`src/rtl/sync_fifo_stream_reader.sv`:
```
// Read-side drain engine: pulls a fixed number of words from a synchronous FIFO read
// port and replays them in order on a valid/ready stream through a 2-entry skid buffer.
module sync_fifo_stream_reader #(
    parameter int DATA_WIDTH = 18,
    parameter int LEN_WIDTH  = 11
) (
    input  logic                  clock0,
    input  logic                  rst_ptr_n,
    input  logic                  start,
    input  logic [LEN_WIDTH-1:0]  len,
    output logic                  busy,
    output logic                  done,
    output logic [LEN_WIDTH-1:0]  rd_count,
    output logic                  err_underrun,
    output logic                  fifo_re,
    input  logic [DATA_WIDTH-1:0] fifo_dout,
    input  logic                  fifo_empty,
    input  logic                  fifo_underrun,
    output logic                  m_valid,
    output logic [DATA_WIDTH-1:0] m_data,
    input  logic                  m_ready,
    output logic [1:0]            dbg_state_o
);
    // Stream handshake: a word moves when m_valid and m_ready are both high at a clock0
    // edge; once m_valid is high, m_data is held unchanged until that edge.
    typedef enum logic [1:0] {
        ST_IDLE = 2'd0,
        ST_RUN  = 2'd1,
        ST_DONE = 2'd2
    } state_t;

    state_t                state_q, state_d;
    logic [LEN_WIDTH-1:0]  len_q, len_d;
    logic [LEN_WIDTH-1:0]  issued_q, issued_d;
    logic [LEN_WIDTH-1:0]  delivered_q, delivered_d;
    logic                  inflight_q, inflight_d;
    logic [1:0]            buf_cnt_q, buf_cnt_d;
    logic [DATA_WIDTH-1:0] head_q, head_d;
    logic [DATA_WIDTH-1:0] tail_q, tail_d;
    logic                  err_q, err_d;
    logic                  pop;
    logic                  re;
    logic                  can_read;
    logic [2:0]            occupancy;

    assign pop       = (buf_cnt_q != 2'd0) && m_ready;
    assign occupancy = {1'b0, buf_cnt_q} + {2'b00, inflight_q};
    // Words already owed to the buffer, less the one leaving this cycle, must stay below 2.
    assign can_read  = !fifo_empty && (issued_q < len_q) &&
                       (occupancy < (3'd2 + {2'b00, pop}));

    always_comb begin
        state_d     = state_q;
        len_d       = len_q;
        issued_d    = issued_q;
        delivered_d = delivered_q;
        buf_cnt_d   = buf_cnt_q;
        head_d      = head_q;
        tail_d      = tail_q;
        err_d       = err_q;
        re          = 1'b0;

        case (state_q)
            ST_IDLE: begin
                if (start) begin
                    len_d       = len;
                    issued_d    = '0;
                    delivered_d = '0;
                    err_d       = 1'b0;
                    state_d     = (len == '0) ? ST_DONE : ST_RUN;
                end
            end
            ST_RUN: begin
                re          = can_read && rst_ptr_n;
                issued_d    = issued_q + LEN_WIDTH'(re);
                delivered_d = delivered_q + LEN_WIDTH'(pop);
                if (fifo_underrun) begin
                    err_d = 1'b1;
                end
                if (delivered_d == len_q) begin
                    state_d = ST_DONE;
                end
            end
            ST_DONE: state_d = ST_IDLE;
            default: state_d = ST_IDLE;
        endcase

        inflight_d = re;

        // The word read last cycle lands behind whatever survives this cycle's pop.
        case ({inflight_q, pop})
            2'b10: begin
                if (buf_cnt_q == 2'd0) begin
                    head_d = fifo_dout;
                end else begin
                    tail_d = fifo_dout;
                end
                buf_cnt_d = buf_cnt_q + 2'd1;
            end
            2'b01: begin
                head_d    = tail_q;
                buf_cnt_d = buf_cnt_q - 2'd1;
            end
            2'b11: begin
                if (buf_cnt_q == 2'd1) begin
                    head_d = fifo_dout;
                end else begin
                    head_d = tail_q;
                    tail_d = fifo_dout;
                end
            end
            default: ;
        endcase
    end

    always_ff @(posedge clock0) begin
        if (!rst_ptr_n) begin
            state_q     <= ST_IDLE;
            len_q       <= '0;
            issued_q    <= '0;
            delivered_q <= '0;
            inflight_q  <= 1'b0;
            buf_cnt_q   <= 2'd0;
            head_q      <= '0;
            tail_q      <= '0;
            err_q       <= 1'b0;
        end else begin
            state_q     <= state_d;
            len_q       <= len_d;
            issued_q    <= issued_d;
            delivered_q <= delivered_d;
            inflight_q  <= inflight_d;
            buf_cnt_q   <= buf_cnt_d;
            head_q      <= head_d;
            tail_q      <= tail_d;
            err_q       <= err_d;
        end
    end

    assign fifo_re      = re;
    assign busy         = (state_q == ST_RUN);
    assign done         = (state_q == ST_DONE);
    assign rd_count     = delivered_q;
    assign err_underrun = err_q;
    assign m_valid      = (buf_cnt_q != 2'd0);
    assign m_data       = head_q;
    assign dbg_state_o  = state_q;

endmodule

```
`config.mk`:
```
export PLATFORM = sky130hd
export DESIGN_NAME = sync_fifo_stream_reader
export DESIGN_NICKNAME = d
export VERILOG_FILES = /design/src/rtl/sync_fifo_stream_reader.sv
export SDC_FILE = /design/constraint.sdc
export NUM_CORES = 1
export LEC_CHECK = 0
export CORE_MARGIN = 2
export CORE_UTILIZATION = 50
export CTS_CLUSTER_DIAMETER = 80
export DETAILED_ROUTE_END_ITERATION = 8
export DONT_BUFFER_PORTS = 1
export GPL_TIMING_DRIVEN = 0
export SYNTH_ARGS = -nofsm -noshare
export SYNTH_HDL_FRONTEND = slang
export SYNTH_SLANG_ARGS = --single-unit
```
`constraint.sdc`:
```
create_clock -name clock0 -period 2.9 [get_ports clock0]
set_clock_uncertainty 0.1 [all_clocks]
set_input_delay 0.29 -clock clock0 [delete_from_list [all_inputs] [get_ports clock0]]
set_output_delay 0.29 -clock clock0 [all_outputs]
set_load 0.005 [all_outputs]
```
# After elaboration in Yosys (flattened, before gate mapping)
# Cells that the tools add are included.
dict set report word_totals {
  out_inout_bits 36
  input_bits 35
  ff_bits 75
  word_cells 67
}
dict set report classes {
  n_mux 18
  order_cmp 2
  n_eq_ne 13
  n_reduce_logical 19
  addsub 6
}
# operator count
set op_table {}
lappend op_table {{$mux W18} 4}
lappend op_table {{$pmux W18 S3} 1}
lappend op_table {{$pmux W11 S2} 2}
lappend op_table {{$pmux W18 S2} 1}
lappend op_table {{$add A11 B1 Y11} 2}
lappend op_table {{$eq A11 B11 Y1} 1}
lappend op_table {{$logic_not A11 Y1} 1}
lappend op_table {{$lt A11 B11 Y1} 1}
lappend op_table {{$mux W11} 1}
lappend op_table {{$ne A2 B2 Y1 const B} 4}
lappend op_table {{$pmux W2 S2} 2}
lappend op_table {{$reduce_and A2 Y1} 4}
lappend op_table {{$reduce_bool A2 Y1} 4}
lappend op_table {{$eq A2 B1 Y1 const B} 3}
lappend op_table {{$eq A2 B2 Y1 const B} 3}
lappend op_table {{$mux W2} 3}
lappend op_table {{$reduce_and A3 Y1} 2}
lappend op_table {{$logic_and A1 B1 Y1} 4}
lappend op_table {{$logic_not A2 Y1} 2}
lappend op_table {{$ne A2 B1 Y1 const B} 2}
lappend op_table {{$add A2 B1 Y3} 1}
lappend op_table {{$add A2 B1 Y3 const A} 1}
lappend op_table {{$lt A3 B3 Y1} 1}
lappend op_table {{$mux W1} 3}
lappend op_table {{other kinds (5)} 5}

# Longest topological paths before layout
dict set report logic_depth {
  depth_word 8
  depth_mapped 14
  depth_no_buf 14
}

# Worst setup path before layout
# OpenSTA, ideal clock, no wires.
dict set report synth_path {
  path_type {register to register}
  startpoint {register len_q[1]}
  endpoint {register issued_q[8]}
  setup_ns 0.115
  setup_slack_ns 0.335
  required_time_ns 2.685
  path_stages_with_launch 15
  path_buffers 0
  synth_period_minus_slack_ns 2.565
  t_arrival_ns 2.350
  path_cell_list {dfxtp_1 inv_1 ha_1 a21o_1 a21oi_1 o21ai_0 a31o_2 a21oi_1 ha_1 ha_1 nand2_1 nor2_1 nand3_1 mux2i_1 and2_1}
}
dict set report synth_via {
  elab_chain_cells 6
}
# element line_no
set synth_lines {}
lappend synth_lines {{start: declaration} 33} ;# logic [LEN_WIDTH-1:0] len_q, len_d;
lappend synth_lines {{start signal: assignment} 129} ;# len_q <= len_d;
lappend synth_lines {{$lt A11 B11 Y1} 49} ;# assign can_read = !fifo_empty && (issued_q < len_q) &&
lappend synth_lines {{$logic_and A1 B1 Y1 (2 in series)} 49}
lappend synth_lines {{$logic_and A1 B1 Y1} 74} ;# re = can_read && rst_ptr_n;
lappend synth_lines {{$add A11 B1 Y11} 75} ;# issued_d = issued_q + LEN_WIDTH'(re);
lappend synth_lines {{$pmux W11 S2} 63} ;# case (state_q)
lappend synth_lines {{end signal: assignment} 130} ;# issued_q <= issued_d;
lappend synth_lines {{end: declaration} 34} ;# logic [LEN_WIDTH-1:0] issued_q, issued_d;
# No other way between the ends.
# A chain may end at the register's enable or synchronous reset.

# Worst setup path in the final report
dict set report layout_path {
  startpoint {register len_q[1]}
  endpoint {register issued_q[7]}
}
# Same word-level chain as after synthesis.

==> reports/results.tsv <==
stage	metric	value	unit
setup_path	crit_path_max_fanout	3	
yosys	synth.area.top_cells	dfxtp_1 38%, nand2_1 6.7%, ha_1 6.6%	
drt	highest_layer	met4	
yosys	synth.distinct_cells	50	
sta	setup_viol_count_final	0	
drt	antenna_left	0	
drt	met1_length	4.310	mm
yosys	synth_warnings	0	
sta	hold_violations	0	
drt	drc	0	
place	gp_congestion	0.8729	
place	port_buffers	0	
floorplan	die_area	8658	um2
cells_and_area	final_core_util	0.5944	
yosys	yosys.area.top_type_share	0.3787	
sta	fin_ws	0.1759	ns
hold_path	hold_path.class	in2reg	
floorplan	start_util	0.5158	
sta	fin_crit	2.724	ns
power	ir_drop	0.0003736	V
clocking	cts_inserted_buffers	9	
floorplan	fp-row-count	32	
cells_and_area	n_antenna_cell	0	
sta	max-slew-margin-rel	0.5357	
setup_path	cp_top_family	compound AO/OA/AOI/OAI gates	
floorplan	die_x	93.05	um
global_route	antenna_found_initial	0	
clocking	tritoncts	yes	
drt	vias_per_cell	5.650	
setup_path	cpMaxStageDelayCell	dfxtp_2	
global_route	grtUsageTotal	0.2385	
run_status	outcome	finished, final reports clean	
setup_path	crit_path_start_kind	register	
place	pre_cts_ws	-0.05962	ns
yosys	ys.flop_type	dfxtp_1	
setup_path	worstPathRequired	3.06	ns
drt	dr_wl_met2	4.879	mm
setup_path	cp_cell_sequence	inv_1 > ha_1 > a21o_1 > a21oi_2 > o21ai_1 > a31o_2 > a21oi_2 > ha_2 > nand3_2 > nor2_2 > and3_4 > nand3_1 > mux2i_1 > and2_1	
setup_path	cp_slowest_stage_delay	0.36	ns
drt	routedWlPerCell	16.74	um
sta	worst_pin_slew	0.6918	ns
cells_and_area	drive_gt1_frac	0.1022	
global_route	grt_max_degree	14	
clocking	clk_path_buf_depth	2	
clocking	clk_latency	0.36	ns
yosys	syn_avg_cell_area	8.695	um2
yosys	ys_ff_latch	75	
clocking	htreeDepth	3	
power	p_per_area	557.7	nW/um2
setup_path	crit_buf_inv	1	
place	dpl.hpwl	7.040	mm
drt	wl_met3	577	um
drt	finalWirelength	9.895	mm
clocking	clock_sinks	75	
yosys	async_flop_share	0	
floorplan	core	7687	um2
setup_path	cp.arrival	2.89	ns
setup_path	crit_type	reg2reg	
sta	slew_violations	0	
setup_path	cpMostUsedCell	a21oi_2	
clocking	path_clk_slew	0.08	ns
cells_and_area	finalNetCount	540	
cells_and_area	fillers	733	
setup_path	end_kind	register	
sta	max_freq	367.1	MHz
global_route	grt_pass1_wl	16.13	mm
yosys	synth_edf_count	0	
yosys	synthesis.area	3965	um2
flow_run	drv_cap	0	
power	p_leak	2.056	nW
floorplan	die_h	93.05	um
drt	drt_pre_antenna_iters	6	
yosys	synth_top_cell_by_area	dfxtp_1	
cells_and_area	final_cell_mix	71 x dfxtp_1, 69 x nand2_1, 25 x nor2b_1, 24 x mux2i_1, 21 x o211a_1	
yosys	seq_area_frac_synth	0.3787	
drt	vias	3339	
drt	drt_iter0_drc	125	
cells_and_area	syn2layout_area_growth	15.24	%
clocking	cts-root-buf	clkbuf_8	
cells_and_area	layout_commonest_cell	dfxtp_1	
global_route	grt_overflow	0	
global_route	grt_pass1_vias	3254	
yosys	netlist_instances	456	
sta	period_share	0.9393	
yosys	syn_nets	512	
floorplan	io-pin-count	71	
power	power	2.548	mW
==> final cells by class <==
class	count	area, um2	share of cell area
multi-input combinational	336	2327	0.5093
timing repair buffer	17	165.2	0.03614
clock inverter	5	107.6	0.02355
sequential	75	1506	0.3297
inverter	17	63.81	0.01396
buffer	28	130.1	0.02848
clock buffer	11	141.4	0.03094
tap	102	127.6	0.02793
==> report_power, final <==
part | switching, mW | total (mW) | internal, mW
combinational | 0.227 | 0.389 | 0.162
clock | 0.408 | 1.01 | 0.602
sequential | 0.0552 | 1.15 | 1.09
total | 0.690 | 2.55 | 1.86
==> cells by family after synthesis <==
family | after synthesis | share of synthesized area
buf+inv | 45 | 0.04891
simple gates | 175 | 0.2228
fa+ha+maj | 21 | 0.06627
compound gates | 102 | 0.1919
flops | 75 | 0.3787
mux | 24 | 0.06059
xor+xnor | 14 | 0.03092
==> sequential cells by signal, indices dropped and copies added, names as in the netlist <==
register and count:
rd_count 11, dbg_state_o 2, tail_q 18, err_underrun 1, m_data 18, inflight_q 1
buf_cnt_q 2, issued_q 11, len_q 11
==> per-stage QoR <==
| step | hold slack, ns | TNS, ns | cell area, um2 | instances |
|---|---|---|---|---|
| after detailed placement | 0.3521 | -0.1671 | 4093 | 558 |
| after global placement | 0.3408 | -0.05808 | 4093 | 558 |
| after floorplan | 0.3349 | 0 | 3965 | 456 |
| final | 0.001881 | 0 | 4569 | 591 |
| after CTS | 0.001213 | 0 | 4508 | 589 |
| after global routing | 0.006958 | -0.008579 | 4569 | 591 |
==> what timing repair did <==
item / 4_1_cts / 5_1_grt
hold endpoints to repair: 15 / 0
pin swaps: 1 / 6
endpoints found under the setup margin: 5 / 19
gates resized for setup: 5 / 18
hold buffers: 15 / 0
buffers inserted: 0 / 2
==> layer usage <==
layer  GRT usage  vias up
met5           0        -
met3     0.04835       11
li1            -     1669
met4     0.08211        0
met2      0.4143       77
met1      0.2939     1582
==> synth_stat cells, types with 5 or more instances <==
cell type,count
nor2b_1,25
a21oi_1,10
nor3_1,10
nor4_1,5
xnor2_1,10
nand2_1,71
o211a_1,21
a22oi_1,19
nand3_1,15
nor2_1,13
and2_1,11
clkbuf_1,19
a21boi_0,16
buf_2,5
dfxtp_1,75
mux2i_1,24
nand4_1,6
ha_1,21
o21ai_0,14
inv_1,16
==> worst paths after layout <==
| kind | slack, ns | from | to | depth (start not counted) |
|---|---|---|---|---|
| max | 0.18 | len_q[1]$_SDFFE_PN0P_ | issued_q[7]$_SDFFE_PN0P_ | 14 |
| min | 0.002 | fifo_dout[7] | tail_q[7]$_SDFFE_PN0P_ | 2 |
| max reg2reg | 0.18 | len_q[1]$_SDFFE_PN0P_ | issued_q[7]$_SDFFE_PN0P_ | 14 |
| min reg2reg | 0.40 | len_q[1]$_SDFFE_PN0P_ | len_q[1]$_SDFFE_PN0P_ | 2 |
Power figures use the tool's default switching activity.
